===== config.mk =====
export PLATFORM = sky130hd
export DESIGN_NAME = contadores_palabras
export DESIGN_NICKNAME = d
export VERILOG_FILES = /design/src/rtl/contadores_palabras.sv
export SDC_FILE = /design/constraint.sdc
export NUM_CORES = 1
export LEC_CHECK = 0
export CORE_UTILIZATION = 29
export CTS_CLUSTER_SIZE = 12
export DETAILED_ROUTE_END_ITERATION = 16
export HOLD_SLACK_MARGIN = 0.15
export PLACE_DENSITY = 0.49
export SETUP_SLACK_MARGIN = 0.2
export SYNTH_ARGS = -nofsm -noshare
export SYNTH_HDL_FRONTEND = slang
export SYNTH_SLANG_ARGS = --single-unit

===== constraint.sdc =====
create_clock -name clk -period 2.38 [get_ports clk]
set_input_delay 0.357 -clock clk [delete_from_list [all_inputs] [get_ports clk]]
set_output_delay 0.357 -clock clk [all_outputs]
set_load 0.01 [all_outputs]

===== src/rtl/contadores_palabras.sv =====
// Word-counter bank for the four output FIFOs: per-FIFO accepted-POP counters,
// a modulo total counter, and a registered req/idx read port gated by idle.
module contadores_palabras #(
    parameter int CNT_W  = 5,
    parameter int N_FIFO = 4
) (
    input  logic              clk,
    input  logic              reset,
    input  logic              Enable,
    input  logic              init,
    input  logic              idle,
    input  logic [N_FIFO-1:0] pop,
    input  logic [N_FIFO-1:0] empty,
    input  logic              req,
    input  logic [2:0]        idx,
    output logic [CNT_W-1:0]  data_out,
    output logic              valid
);

    typedef enum logic [1:0] {
        ST_CLEAR,
        ST_COUNT,
        ST_READ
    } state_t;

    localparam logic [2:0] IDX_MAX = 3'(N_FIFO);

    state_t             state_q, state_d;
    logic [CNT_W-1:0]   cnt_q [N_FIFO+1];
    logic [CNT_W-1:0]   cnt_d [N_FIFO+1];
    logic [CNT_W-1:0]   data_q, data_d;
    logic               valid_q, valid_d;

    logic [N_FIFO-1:0]  accepted;
    logic [CNT_W-1:0]   total_inc;
    logic [CNT_W-1:0]   sel_cnt;
    logic               rd_ok;

    always_comb begin
        accepted  = pop & ~empty;
        total_inc = '0;
        for (int unsigned i = 0; i < N_FIFO; i++) begin
            total_inc = total_inc + CNT_W'(accepted[i]);
        end
    end

    // Snapshot comes from the registered counters, so pops accepted in the
    // request cycle are not part of the returned value.
    always_comb begin
        sel_cnt = '0;
        for (int unsigned i = 0; i <= N_FIFO; i++) begin
            if (idx == 3'(i)) begin
                sel_cnt = cnt_q[i];
            end
        end
    end

    assign rd_ok = req && idle && !init && (idx <= IDX_MAX);

    always_comb begin
        state_d = state_q;
        cnt_d   = cnt_q;
        data_d  = data_q;
        valid_d = valid_q;
        if (Enable) begin
            case (state_q)
                ST_CLEAR: begin
                    for (int unsigned i = 0; i <= N_FIFO; i++) begin
                        cnt_d[i] = '0;
                    end
                    valid_d = 1'b0;
                    if (!init) begin
                        state_d = ST_COUNT;
                    end
                end
                ST_COUNT, ST_READ: begin
                    if (init) begin
                        for (int unsigned i = 0; i <= N_FIFO; i++) begin
                            cnt_d[i] = '0;
                        end
                        valid_d = 1'b0;
                        state_d = ST_CLEAR;
                    end else begin
                        for (int unsigned i = 0; i < N_FIFO; i++) begin
                            cnt_d[i] = cnt_q[i] + CNT_W'(accepted[i]);
                        end
                        cnt_d[N_FIFO] = cnt_q[N_FIFO] + total_inc;
                        if (rd_ok) begin
                            state_d = ST_READ;
                            valid_d = 1'b1;
                            data_d  = sel_cnt;
                        end else begin
                            state_d = ST_COUNT;
                            valid_d = 1'b0;
                        end
                    end
                end
                default: begin
                    state_d = ST_CLEAR;
                    valid_d = 1'b0;
                end
            endcase
        end
    end

    always_ff @(posedge clk) begin
        if (!reset) begin
            state_q <= ST_CLEAR;
            cnt_q   <= '{default: '0};
            data_q  <= '0;
            valid_q <= 1'b0;
        end else begin
            state_q <= state_d;
            cnt_q   <= cnt_d;
            data_q  <= data_d;
            valid_q <= valid_d;
        end
    end

    assign data_out = data_q;
    assign valid    = valid_q;

endmodule

==> results of run 1 <==
-- power groups by stage --
stage          registers (W)  clock network [W]   logic, W
2_1_floorplan       0.000570                  0  0.0000659
3_3_place_gp        0.000570                  0   0.000124
3_5_place_dp        0.000570                  0   0.000123
4_1_cts             0.000557           0.000422   0.000127
5_1_grt             0.000557           0.000441   0.000140
6_report            0.000557           0.000405   0.000125
-- registers in the layout (all words and copies together), names as in the netlist --
| signal | count |
|---|---|
| cnt_q | 25 |
| data_out | 5 |
| state_q | 2 |
| valid | 1 |
-- cell usage in the layout (no fill, tap or decap), types with 7 or more instances in the layout --
cell type / Yosys / routed
nor2_1: 20 / 20
xor2_1: 14 / 14
nand2_1: 18 / 18
buf_4: 1 / 12
dfxtp_1: 33 / 33
ha_1: 11 / 11
a22oi_1: 9 / 9
inv_1: 10 / 8
clkdlybuf4s50_1: 0 / 18
nand4_1: 9 / 9
o21ai_1: 7 / 7
nor2b_1: 12 / 11
-- worst register-to-register path: cells and delay by family, from the launching register on --
| kind | cells | cell delay [ns] |
|---|---|---|
| fa+ha+maj | 3 | 1.23 |
| flops | 1 | 0.35 |
| buf+inv | 2 | 0.14 |
| compound gates | 1 | 0.14 |
| simple gates | 1 | 0.06 |
-- kinds of logic (layout without fill, tap and decap cells) --
kind of cell,count (synthesis),after routing,share of synthesized area
AOI/OAI and AO/OA,37,37,0.146
xor gates and xnor gates,14,14,0.0681
adders and majority gates,14,14,0.110
buffers and inverters,20,52,0.0535
DFF,33,33,0.367
muxes,5,5,0.0312
and+or+nand+nor,77,77,0.225
-- worst max path at each step --
stage,slack (ns),endpoint,cells past startpoint,startpoint
floorplan,0.23,cnt_q[1],8,pop[0]
global route,0.20,cnt_q[1],9,empty[0]
CTS,0.26,cnt_q[1],9,empty[0]
detailed placement,-0.30,cnt_q[1],9,pop[0]
global placement,-0.28,cnt_q[1],9,pop[0]
finish,0.28,cnt_q[1],9,empty[0]
-- area by class of cell --
cell class / count / area (um^2)
Timing Repair Buffer: 34 / 305
Clock inverter: 2 / 10.0
Fill cell: 628 / 3710
Multi-Input combinational cell: 147 / 1060
Tap cell: 75 / 93.8
Clock buffer: 6 / 72.6
Sequential cell: 33 / 661
Inverter: 10 / 37.5
-- routing by layer --
| layer | vias to the layer above | GRT usage |
|---|---|---|
| li1 | 755 | - |
| met1 | 664 | 0.177 |
| met2 | 17 | 0.202 |
| met3 | 5 | 0.0382 |
| met4 | 0 | 0.0482 |
| met5 | - | 0 |
-- stage by stage --
step	instance area [um^2]	hold slack (ns)	TNS, ns
detailed placement	2140	0.463	-0.901
floorplan	1810	0.444	0
finish	2240	0.469	0
global route	2240	0.506	0
global placement	2140	0.463	-0.830
CTS	2240	0.471	0
-- repair_timing --
action / 4_1_cts / 5_1_grt
gates resized for setup: 8 / 0
pin swaps: 4 / 1
gates cloned: 0 / 0
setup buffers: 2 / 0
endpoints found under the setup margin: 4 / 1
==> metrics, run 1 <==
# diodes 0; run status complete, no violations; die area 0.00653 mm^2; WHS Endpoint cnt_q[0]; ys flop type dfxtp_1; post-synth top area cell dfxtp_1; fin. max-slew vios 0; wirelength, routed 3900 um; Vias/cell 4.69; Reg power frac 0.513; cells on worst reg2reg path 7; Setup Slack @ Placement -0.303 ns; routed via count 1,441; crit path max-delay cell type fa_1; global placer's final weighted congestion 0.701; count leader, synth dfxtp_1; largest net degree at the start of global routing 16; gr usage total 0.133; M1 WL 2050 um; Final min period 2.10 ns; Detailed Route Iter0 Violations 55; final hold violation count 0; Crit path required time 2.56 ns; Mapped Avg Cell Area 9.01 um^2; Syn Inst Count 200; HP Class flip-flop to flip-flop; Setup Crit Path Kind input port to flip-flop; reg-to-reg startpoint cnt_q[0]; DIE WIDTH 80.8 um; drt pass-1 iters 4; CP cell instances dlygate4sd2_1, nor2b_4, inv_2, fa_1, fa_2, inv_2, fa_1, a22oi_1, nor2b_1; Final WS setup 0.275 ns; Clock Path Buffers 2; CTS buffer count 5; Tightest Pin Transition 0.427 ns; IO Port Bufs 22; power share of the clock group 0.373; clock-pin transition on the worst setup and hold timing paths 0.07 ns; hold path cells 2; post-synthesis sequential area ratio 0.367; final std cells w/o fill 307; CTS Hold Bufs 0; sw frac 0.246; NumNets Final 262; Worst setup SP type input port; CP bufs+invs 3; met3 wire length 96 um; max_cap viols 0; post-synth top area share 0.367; clk_lat worst skew 0.28 ns; Pwr Density 485 mW/mm^2; syn nets 231; Slew HR 0.715; remaining antenna violation count 0; DIE HEIGHT 80.8 um; maximum fanout along the worst path 2; clk sinks 33; RSZ-0062 raised after global routing no; ys async rst share 0; count of cell types in the netlist 32; DR top layer met4; synth warn 0; crit end category flip-flop; routed wire length on met2 1690 um; skew final 0.00831 ns; Root Driver clkbuf_8; worst reg2reg path endpoint cnt_q[1]; period utilisation layout 0.884; power share of the combinational group 0.115; area grow syn2layout 24.4%; Final Util 0.376; number of flops mapped to enable cells by yosys 0; top post-synthesis cells by count dfxtp_1, nor2_1, nand2_1; Peak supply drop 0.000275 V; flop-to-flop setup slack 0.37 ns; number of global-route vias before repair 1,352; HP Start cnt_q[0]; dpl hpwl 3060 um; placed cells 297; fmax 0.475 GHz; flop and latch count out of synthesis 33; cell family with most CP delay adder cells; cell row count 28; first-pass GRT wire length 6430 um; Routed WL per cell 12.7 um; leakage power 0.890 nW; setup violators final 0; Initial Utilization 0.303; fraction of layout cells with a size suffix above 1 0.112; DRC Markers 0; number of I/O pins 23; Synth area leaders dfxtp_1, ha_1, xor2_1; initial antenna violation count 0; Clock H-tree levels 2; post-synthesis cell area 0.00180 mm^2; Tot Pwr 0.00109 W; Pint 0.000820 W; core area 0.00596 mm^2; CTS tree done; sw power 0.000268 W; CP arrival 2.28 ns; CP max stage delay 0.48 ns; GR Overflow Total 0
Power figures use the tool's default switching activity.
==> run 2: changes to the inputs <==
Settings changed: REMOVE_ABC_BUFFERS set to 1.
==> run 2 against run 1 <==
  * Critical path depth is the same
  * Sequential power is essentially flat
  * Fmax is 0.41% lower
  * Power grew 5.3%
  * Via count shrank 0.28%
  * Final cell count shrank 1.3%
  * Wire length is 0.21% lower
  * Clock power rose by 15%
  * Combinational power fell by 3%
  * Sequential cell count unchanged
  * Count of clock-buffer cells in the layout is 1 higher
  * Non-clock buffer count shrank 4
  * Largest power group unchanged
==> metrics, run 2 (synthesis results as in run 1) <==
run status complete, no violations; fmax 0.473 GHz (-0.41%); remaining antenna violation count 0 (unchanged); Initial Utilization 0.303 (unchanged); drt pass-1 iters 4 (unchanged); Most flops, register cnt_q; skew final 0.0118 ns (+0.00350 ns); Vias/cell 4.74 (+1.0%); leakage power 0.880 nW (-1.1%); area of the multi-input gates 0.00106 mm^2 (unchanged); Final min period 2.11 ns (+0.00858 ns); CP arrival 2.28 ns (about the same); commonest non-fill, non-tap cells in the layout dfxtp_1, nor2_1, nand2_1, clkdlybuf4s50_1, xor2_1; Final Util 0.375 (-0.00189); worst reg2reg path endpoint cnt_q[1]; CTS tree done; Root Driver clkbuf_8; NumNets Final 258 (-1.5%); Crit path required time 2.55 ns (about the same); maximum fanout along the worst path 2 (unchanged); dpl hpwl 2900 um (-5.3%); most common cell after layout, fill and taps aside dfxtp_1; DRC Markers 0 (unchanged); Tightest Pin Transition 0.426 ns (-0.00130 ns); Min Hold Slack 0.474 ns (+0.00533 ns); IO Port Bufs 22 (unchanged); Final WS setup 0.267 ns (-0.00858 ns); HP Class flip-flop to flip-flop; Seq. cell area 661 um^2 (unchanged); Clock Path Buffers 2 (unchanged); cells on worst reg2reg path 7 (unchanged); flop-to-flop setup slack 0.36 ns (about the same); period utilisation layout 0.888 (+0.00361); Worst setup SP type input port; critical path endpoint cnt_q[1]; clk sinks 33 (unchanged); die area 0.00653 mm^2 (unchanged); setup violators final 0 (unchanged); DIE HEIGHT 80.8 um (unchanged); # diodes 0 (unchanged); max_cap viols 0 (unchanged); Pwr Density 513 mW/mm^2 (+5.8%); fraction of layout cells with a size suffix above 1 0.101 (-0.0112); Setup crit start empty[0]; initial antenna violation count 0 (unchanged); first-pass GRT wire length 6660 um (+3.5%); CTS buffer count 5 (unchanged); routed via count 1,437 (-0.28%); reg-to-reg startpoint cnt_q[0]; number of global-route vias before repair 1,381 (+2.1%); max FFs per register 25 (unchanged); Setup Slack @ Placement -0.376 ns (-0.0725 ns); clock-pin transition on the worst setup and hold timing paths 0.07 ns (about the same); Setup Crit Path Kind input port to flip-flop; wirelength, routed 3890 um (-0.21%); cell row count 28 (unchanged); GR Overflow Total 0 (unchanged); number of I/O pins 23 (unchanged); DIE WIDTH 80.8 um (unchanged); global placer's final weighted congestion 0.787 (+12%); largest net degree at the start of global routing 25 (+9); gr usage total 0.135 (+0.00210); fin. max-slew vios 0 (unchanged); RSZ-0062 raised after global routing no; area grow syn2layout 23.8%; Peak supply drop 0.000214 V (-22%); Routed WL per cell 12.8 um (+1.1%); Detailed Route Iter0 Violations 51 (-7.3%); Clock H-tree levels 2 (unchanged); final hold violation count 0 (unchanged); Slew HR 0.716 (+0.000868); core area 0.00596 mm^2 (unchanged); Fill cells 641 (+2.1%); crit end category flip-flop; clk_lat worst skew 0.28 ns (about the same)
==> run 2: critical path, stage by stage <==
cell           delay, ns
dlygate4sd2_1       0.26
nor2b_4             0.12
inv_2               0.04
fa_1                0.47
fa_2                0.35
inv_2               0.07
fa_1                0.41
a22oi_1             0.14
nor2b_1             0.06
==> run 2: stage by stage <==
| step | setup TNS [ns] | total power (W) | cell area [um^2] | std cells |
|---|---|---|---|---|
| after global routing | 0 | 0.00120 | 2230 | 303 |
| final | 0 | 0.00115 | 2230 | 303 |
| after floorplan | 0 | 0.000624 | 1740 | 190 |
| after detailed placement | -0.999 | 0.000690 | 2120 | 295 |
| after CTS | 0 | 0.00116 | 2230 | 303 |
| after global placement | -0.996 | 0.000690 | 2120 | 295 |
==> run 2: worst min path at each step <==
stage	from	end	slack, ns	cells past startpoint
after global placement	cnt_q[0]	cnt_q[0]	0.46	2
final	cnt_q[0]	cnt_q[0]	0.47	2
after global routing	valid	valid	0.51	2
after CTS	cnt_q[0]	cnt_q[0]	0.48	2
after floorplan	cnt_q[0]	cnt_q[0]	0.44	2
after detailed placement	valid	valid	0.47	2
==> run 2: timing repair <==
action	4_1_cts	5_1_grt
pin swaps	4	2
hold buffers	0	0
buffers inserted	0	0
endpoints found under the setup margin	4	2
gates resized for setup	10	0
==> run 2: where the power goes <==
group | internal [W] | switching (W) | total [W] | leakage (nW)
combinational | 0.0000590 | 0.0000616 | 0.000121 | 0.560
sequential | 0.000555 | 0.00000240 | 0.000557 | 0.266
clock | 0.000261 | 0.000206 | 0.000467 | 0.0542
total | 0.000876 | 0.000270 | 0.00115 | 0.880
==> run 2: cell type report <==
type	instances	area share
timing repair buffer	30	0.123
inverter	10	0.0168
sequential	33	0.296
tap	75	0.0421
clock buffer	7	0.0432
multi-input combinational	147	0.476
clock inverter	1	0.00224
==> run 2: routing by layer <==
metal	share of wire	GRT usage
met4	0.012	0.0464
met5	0	0
met2	0.43	0.203
met3	0.028	0.0348
met1	0.53	0.185
==> run 3: changes to the inputs <==
Settings changed: CORE_UTILIZATION 29 to 30, CTS_CLUSTER_SIZE 12 to unset, PLACE_DENSITY 0.49 to 0.51.
==> run 3 against run 2 <==
  * Clock skew decreased by 0.0044 ns
  * Sequential cell count is the same
  * Highest routed layer unchanged
  * Sequential share of layout area is 0.48 points lower
  * Critical path type unchanged
==> metrics, run 3 (synthesis results as in run 1) <==
power share of the combinational group 0.101 (-0.004); Min Hold Slack 0.473 ns (-0.00137 ns); Most flops, register cnt_q; Detailed Route Iter0 Violations 62 (+22%); fraction of layout cells with a size suffix above 1 0.121 (+0.0203); WHS Endpoint cnt_q[0]; max FFs per register 25 (unchanged); GR Overflow Total 0 (unchanged); number of global-route vias before repair 1,448 (+4.9%); CP cell instances dlygate4sd2_1, nor2b_4, inv_2, fa_1, fa_2, inv_2, fa_2, a22oi_1, nor2b_1; leakage power 0.895 nW (+1.7%); number of I/O pins 23 (unchanged); Final Util 0.403 (+0.0282); worst reg2reg path endpoint cnt_q[1]; Seq. cell area 662 um^2 (+0.19%); DIE WIDTH 79.5 um (-1.6%); core area 0.00564 mm^2 (-5.3%); routed via count 1,418 (-1.3%); Setup TNS 0 ns (unchanged); max_cap viols 0 (unchanged); clk sinks 33 (unchanged); reg-to-reg startpoint cnt_q[0]; Pwr Density 547 mW/mm^2 (+6.5%); dpl hpwl 2980 um (+2.6%); initial antenna violation count 0 (unchanged); crit path max-delay cell type fa_1; clock-pin transition on the worst setup and hold timing paths 0.08 ns (about the same); Worst setup SP type input port; remaining antenna violation count 0 (unchanged); HP Class flip-flop to flip-flop; Routed WL per cell 12.9 um (+0.33%); RSZ-0062 raised after global routing no; Vias/cell 4.68 (-1.3%); area of the multi-input gates 0.00106 mm^2 (+0.24%); # diodes 0 (unchanged); most common cell after layout, fill and taps aside dfxtp_1; Reg power frac 0.449 (-0.038); global placer's final weighted congestion 0.805 (+2.2%); CP arrival 2.29 ns (about the same); CP bufs+invs 3 (unchanged); CTS tree done; NumNets Final 261 (+1.2%); period utilisation layout 0.882 (-0.00551); routed wire length on met2 1730 um (+3.0%); area grow syn2layout 26.1%; HP Start cnt_q[0]; drt pass-1 iters 4 (unchanged); flop-to-flop setup slack 0.31 ns (-0.05 ns); CP max stage delay 0.46 ns (about the same); wirelength, routed 3900 um (+0.33%); first-pass GRT wire length 6780 um (+1.9%); die area 0.00632 mm^2 (-3.3%); placed cells 295 (unchanged); final std cells w/o fill 303 (unchanged); DR top layer met4; cell family with most CP delay adder cells; cell row count 27 (-3.6%); Root Driver clkbuf_8; fin. max-slew vios 0 (unchanged); skew final 0.00736 ns (-0.00445 ns); CTS buffer count 5 (unchanged); commonest non-fill, non-tap cells in the layout dfxtp_1, nor2_1, nand2_1, clkdlybuf4s50_1, xor2_1; fmax 0.476 GHz (+0.62%); Pint 0.000958 W (+9.4%); Tightest Pin Transition 0.429 ns (+0.00358 ns); Fill cells 575 (-10%); M1 WL 2010 um (-2.7%); Initial Utilization 0.319 (+0.0168); crit end category flip-flop; CTS Hold Bufs 0 (unchanged); sw power 0.000285 W (+5.7%); hold path cells 2 (unchanged); met3 wire length 117 um (+9.3%); largest net degree at the start of global routing 19 (-24%); Slew HR 0.713 (-0.00298); Peak supply drop 0.000332 V (+55%); cells on worst reg2reg path 7 (unchanged); DRC Markers 0 (unchanged); gr usage total 0.141 (+0.00608); Crit path required time 2.57 ns (+0.02 ns); IO Port Bufs 22 (unchanged); Clock H-tree levels 2 (unchanged); Setup Crit Path Kind input port to flip-flop; Final min period 2.10 ns (-0.0131 ns); Clock Path Buffers 2 (unchanged); DIE HEIGHT 79.5 um (-1.6%); clk_lat worst skew 0.29 ns (about the same); power share of the clock group 0.451 (+0.043); maximum fanout along the worst path 2 (unchanged); final hold violation count 0 (unchanged); run status complete, no violations; Tot Pwr 0.00124 W (+8.5%); setup violators final 0 (unchanged); sw frac 0.229 (-0.00604)
-- run 3: metrics by stage --
| stage | instance area (um^2) | setup WS (ns) |
|---|---|---|
| after floorplan | 1740 | 0.178 |
| after global placement | 2140 | -0.348 |
| after detailed placement | 2140 | -0.356 |
| after CTS | 2270 | 0.254 |
| after global routing | 2270 | 0.220 |
| final | 2270 | 0.280 |
-- run 3: cell type report --
| type | instances | share of cell area |
|---|---|---|
| repair buffers | 33 | 0.131 |
| clock buffers | 6 | 0.0363 |
| clock inverters | 2 | 0.0165 |
| multi-input cells | 147 | 0.469 |
| well taps | 72 | 0.0396 |
| flip-flops and latches | 33 | 0.291 |
| inverters | 10 | 0.0165 |
-- run 3: timing repair --
| item | CTS | global route |
|---|---|---|
| resized for setup | 10 | 2 |
| pin swaps | 4 | 3 |
| buffers inserted | 0 | 0 |
| endpoints found under the setup margin | 4 | 2 |
-- run 3: worst max-delay path by stage --
stage	startpoint	endpoint	slack (ns)	cells after the start
5_1_grt	empty[0]	cnt_q[1]	0.22	9
3_3_place_gp	pop[0]	cnt_q[1]	-0.35	9
3_5_place_dp	pop[0]	cnt_q[1]	-0.36	9
2_1_floorplan	pop[0]	cnt_q[1]	0.18	8
4_1_cts	empty[0]	cnt_q[1]	0.25	9
6_report	empty[0]	cnt_q[1]	0.28	9
-- run 3: layer usage --
metal,vias to the layer above,global-route usage
met2,16,0.224
met4,0,0.0564
met5,-,0
met1,641,0.179
met3,7,0.0377
li1,754,-
-- run 3: power by group through the flow --
stage / Sequential (W) / Clock, W / Combinational, W
3_5_place_dp: 0.000570 / 0 / 0.000124
5_1_grt: 0.000558 / 0.000602 / 0.000140
2_1_floorplan: 0.000570 / 0 / 0.0000544
3_3_place_gp: 0.000570 / 0 / 0.000124
4_1_cts: 0.000557 / 0.000574 / 0.000127
6_report: 0.000558 / 0.000560 / 0.000125
-- run 3: worst reg2reg max path, cell delays in order, from the launching register on --
cell and delay (ns):
dfxtp_2 0.35, inv_1 0.06, fa_1 0.50, fa_2 0.35, inv_2 0.07, fa_2 0.42, a22oi_1 0.14, nor2b_1 0.07
==> RTL edit 1: new RTL, settings of run 2 <==
`CNT_W`: 5 -> 10.
--- a/src/rtl/contadores_palabras.sv
+++ b/src/rtl/contadores_palabras.sv
@@ -3,3 +3,3 @@
 module contadores_palabras #(
-    parameter int CNT_W  = 5,
+    parameter int CNT_W  = 10,
     parameter int N_FIFO = 4
Ports: changed (resized data_out); port bits go from 23 to 28. The function was not compared with the original's and may differ.
==> RTL edit 1 against run 2 <==
Sequential cell count increased by 30. Synthesized area increased by 78%. Via count increased by 92%. Setup slack got worse by 0.097 ns. Sequential share of layout area increased by 2.2 points. Power increased by 94%. Count of clock-buffer cells in the layout increased by 5. Routed wire length increased by 110%. Final area increased by 78%. Largest cell class unchanged. Highest routed layer unchanged.
==> RTL edit 1: results <==
[outcome]
status = "finished clean"

[route]
vias = 2762
viasPerCell = 5.01
drt_iter0_markers = 153
routedWlPerCell_um = 15.0

[finish]
final_nets = 437
n_fill_cell = 1116
largest_reg_flops = 50

[place]
post-dp-hpwl_um = 6010
place_inst = 532
gp_congestion = 0.751
place_ws_ns = -0.656

[setup_path]
worst-path-max-fanout = 3
worstPathArrival_ns = 2.44

[power_and_ir_drop]
irDropWorstVdd_uv = 381
static-leakage-power_nw = 1.35

[global_routing]
track_usage = 0.155
grt_max_degree = 31

[yosys]
synth_top_cells_by_count = "63 x dfxtp_1, 34 x nor2_1, 28 x nand2_1"
synth_area_per_cell_um2 = 8.78
synth_cell_type_count = 43
yosysSeqAreaShare = 0.393
ys_top_cells_by_area = "dfxtp_1 39%, xnor2_1 5.2%, a22oi_1 4.4%"

[timing]
skew_ns = 0.0103

[clock_tree]
clock_latency_ns = 0.33
tritoncts.num_buffers = 9
-- RTL edit 1: changes by cell type in the layout (fill, tap and decap cells not counted), sizes merged, moves of 10 or more --
cell,change
dfxtp,+30
xnor2,+19
buf,+16
nor2,+14
nand3,+11
a22oi,+10
nand2,+10
nor3,+10
-- RTL edit 1: final timing paths --
path	startpoint	to	slack (ns)	depth (start not counted)
worst max-delay path	cnt_q[0]$_SDFFE_PN0P_	cnt_q[6]$_SDFFE_PN0P_	0.17	9
worst min-delay path	cnt_q[23]$_SDFFE_PN0P_	cnt_q[23]$_SDFFE_PN0P_	0.51	2
worst max register to register	cnt_q[0]$_SDFFE_PN0P_	cnt_q[6]$_SDFFE_PN0P_	0.17	9
worst min register to register	cnt_q[23]$_SDFFE_PN0P_	cnt_q[23]$_SDFFE_PN0P_	0.51	2
-- RTL edit 1: final cells by class --
class                      count  area [um2]  area share
inverter                      11        41.3      0.0104
sequential                    63        1260       0.318
multi-input combinational    272        1860       0.469
tap                          140         175      0.0441
clock inverter                 4        70.1      0.0176
clock buffer                  12         135      0.0340
timing repair buffer          49         424       0.107
-- RTL edit 1: report_power, final --
group | internal (mW) | switching (mW) | total, mW
combinational | 0.0736 | 0.0921 | 0.166
clock | 0.588 | 0.412 | 1.00
sequential | 1.06 | 0.00273 | 1.06
total | 1.72 | 0.506 | 2.23
-- RTL edit 1: repair_timing --
action / 4_1_cts / 5_1_grt
pin swaps: 7 / 7
setup buffers: 1 / 2
gates resized for setup: 17 / 3
endpoints found under the setup margin: 9 / 8
-- RTL edit 1: cells by family after synthesis --
kind of cell | Yosys count | share of synthesized area
AO/OA/AOI/OAI | 72 | 0.150
flip-flops | 63 | 0.393
multiplexers | 9 | 0.0316
buffers and inverters | 30 | 0.0375
adder cells (fa/ha/maj) | 14 | 0.0617
AND/OR/NAND/NOR | 146 | 0.241
XOR/XNOR | 31 | 0.0847
-- RTL edit 1: stage by stage --
stage	area, um2	power (mW)	utilization	hold slack (ns)	setup TNS [ns]
floorplan	3130	1.15	-	0.464	-43.70
finish	3970	2.23	0.368	0.505	0
global route	3970	2.32	0.368	0.518	0
detailed placement	3730	1.24	0.345	0.495	-4.31
global placement	3730	1.24	0.345	0.489	-4.15
CTS	3950	2.26	0.366	0.505	0
-- RTL edit 1: worst min-delay path, stage by stage (launching register included) --
cell	delay [ns]
dfxtp_1	0.33
o21ai_0	0.07
a21oi_1	0.06
-- RTL edit 1: metal layers --
metal	vias up	part of all wire	track usage
li1	1393	-	-
met1	1315	0.50	0.211
met2	43	0.46	0.247
met3	11	0.027	0.0219
met4	0	0.017	0.0587
met5	-	0	0
==> RTL edit 2: new RTL, config.mk and constraints of run 2 <==
Made on the original files. Encoding of `state_t`: now one-hot (3 bits for 3 states).
--- a/src/rtl/contadores_palabras.sv
+++ b/src/rtl/contadores_palabras.sv
@@ -19,6 +19,6 @@
 
-    typedef enum logic [1:0] {
-        ST_CLEAR,
-        ST_COUNT,
-        ST_READ
+    typedef enum logic [2:0] {
+        ST_CLEAR = 3'b001,
+        ST_COUNT = 3'b010,
+        ST_READ  = 3'b100
     } state_t;
Behaviour: no difference found for any inputs over 4 cycles, from zero or initial values and one cycle with reset low; so few cycles prove little.
==> RTL edit 2 against run 2 <==
Synthesized cell count increased by 20%. Final area increased by 18%. Synthesized area increased by 16%. Routed wire length increased by 40%. Register-to-register slack got worse by 0.20 ns. Setup slack got worse by 0.11 ns. Sequential cell count increased by 1. Power increased by 25%. Non-clock buffer count increased by 7.
==> RTL edit 2: results <==
[finish]
n_fill_cell = 753
top_register = "cnt_q"
drive_gt1_frac = 0.195
n_antenna_cell = 0
final_nets = 300
largest_reg_flops = 25

[clock_tree]
clockRootBuffer = "clkbuf_8"
tritoncts.num_buffers = 5
clock_path_buffers = 2
clock_latency_ns = 0.30
clk_pin_slew_worst_paths_ns = 0.09
htreeDepth = 2

[setup_path]
worst-path-max-fanout = 2
worstPathArrival_ns = 2.42

[route]
wl_um = 5460
viasPerCell = 4.98
drt_iter0_markers = 119
drt_first_pass_iters = 4

[timing]
skew_ns = 0.0149
slew_viol_final = 0
worstMarginPinSlew_ns = 0.790
setup-tns-final_ns = 0

[yosys]
async_flop_share = 0
ys.flop_type = "dfxtp_1"
yosysSeqAreaShare = 0.325
synth_top_cells_by_count = "34 x dfxtp_1, 24 x nand2_1, 23 x a21oi_1"
synth_cell_type_count = 53
ys_warn_count = 0
ys_top_cells_by_area = "dfxtp_1 32%, a21oi_1 5.5%, ha_1 5.4%"

[place]
place_ws_ns = -0.637
post-dp-hpwl_um = 4030
portBuffers = 22
gp_congestion = 0.774

[global_routing]
grt_pass1_vias = 1768
antenna_found_initial = 0
grt_pass1_wl_um = 9170
grt_max_degree = 18
track_usage = 0.162

[power_and_ir_drop]
p_int_mw = 1.08
irDropWorstVdd_uv = 206
static-leakage-power_nw = 0.950

[min_path]
min_path_type = "register to register"

[outcome]
status = "finished clean"
RTL edit 2: changes by cell type after synthesis, moves of 8 or more:
| cell | change |
|---|---|
| mux2i_1 | +8 |
| a21oi_1 | +20 |
| nand3_1 | +8 |
| nor2_1 | -9 |
| xor2_1 | -14 |
| nor2b_1 | -8 |
RTL edit 2: final cells by class:
| cell class | instances | share of cell area |
|---|---|---|
| inverter | 17 | 0.0243 |
| multi-input combinational | 176 | 0.497 |
| sequential | 34 | 0.260 |
| timing repair buffer | 37 | 0.121 |
| clock inverter | 3 | 0.0262 |
| clock buffer | 5 | 0.0262 |
| tap | 96 | 0.0457 |
RTL edit 2: logic make-up (layout without fill, tap and decap cells):
logic type,after synthesis,after routing,synth area share
DFF,34,34,0.325
muxes,13,13,0.0704
buffers and inverters,30,62,0.0644
xor gates and xnor gates,6,6,0.0340
and+or+nand+nor,81,81,0.212
adders and majority gates,12,12,0.0823
AOI/OAI and AO/OA,64,64,0.212
RTL edit 2: final timing paths:
path                                                from                  endpoint  slack, ns  cells after the start
worst max-delay path               cnt_q[0]$_SDFFE_PN0P_     cnt_q[4]$_SDFFE_PN0P_       0.16                      9
worst min-delay path            data_out[0]$_SDFFE_PN0P_  data_out[0]$_SDFFE_PN0P_       0.47                      2
worst max register to register     cnt_q[0]$_SDFFE_PN0P_     cnt_q[4]$_SDFFE_PN0P_       0.16                      9
worst min register to register  data_out[0]$_SDFFE_PN0P_  data_out[0]$_SDFFE_PN0P_       0.47                      2
RTL edit 2: metal layers:
layer  track usage  wire [um]  share of wire
met5             0          0              0
met1         0.224       2710           0.50
met3        0.0408        229          0.042
met2         0.241       2380           0.44
met4        0.0606        139          0.025
RTL edit 2: worst max-delay path, cell delays in order, from the launching register on:
cell     delay [ns]
dfxtp_2        0.34
inv_2          0.04
fa_1           0.49
fa_2           0.21
inv_2          0.04
fa_2           0.35
and2_4         0.14
a32o_2         0.24
mux2i_1        0.12
nor4_1         0.15
RTL edit 2: power groups by stage:
stage | combinational [mW] | clock (mW) | sequential [mW]
global placement | 0.183 | 0 | 0.602
detailed placement | 0.184 | 0 | 0.602
CTS | 0.188 | 0.668 | 0.589
floorplan | 0.0902 | 0 | 0.599
global route | 0.208 | 0.698 | 0.591
finish | 0.187 | 0.658 | 0.589
RTL edit 2: repair_timing:
item,4_1_cts,5_1_grt
endpoints found under the setup margin,4,2
pin swaps,6,1
resized for setup,23,0
cloned,0,0
buffers inserted,1,0
hold endpoints to repair,0,0
hold buffers,0,0
RTL edit 2: stage by stage:
stage	util	instance area, um2	instances
floorplan	-	2030	227
global placement	0.358	2470	359
detailed placement	0.358	2470	359
CTS	0.380	2630	368
global route	0.380	2630	368
finish	0.380	2630	368
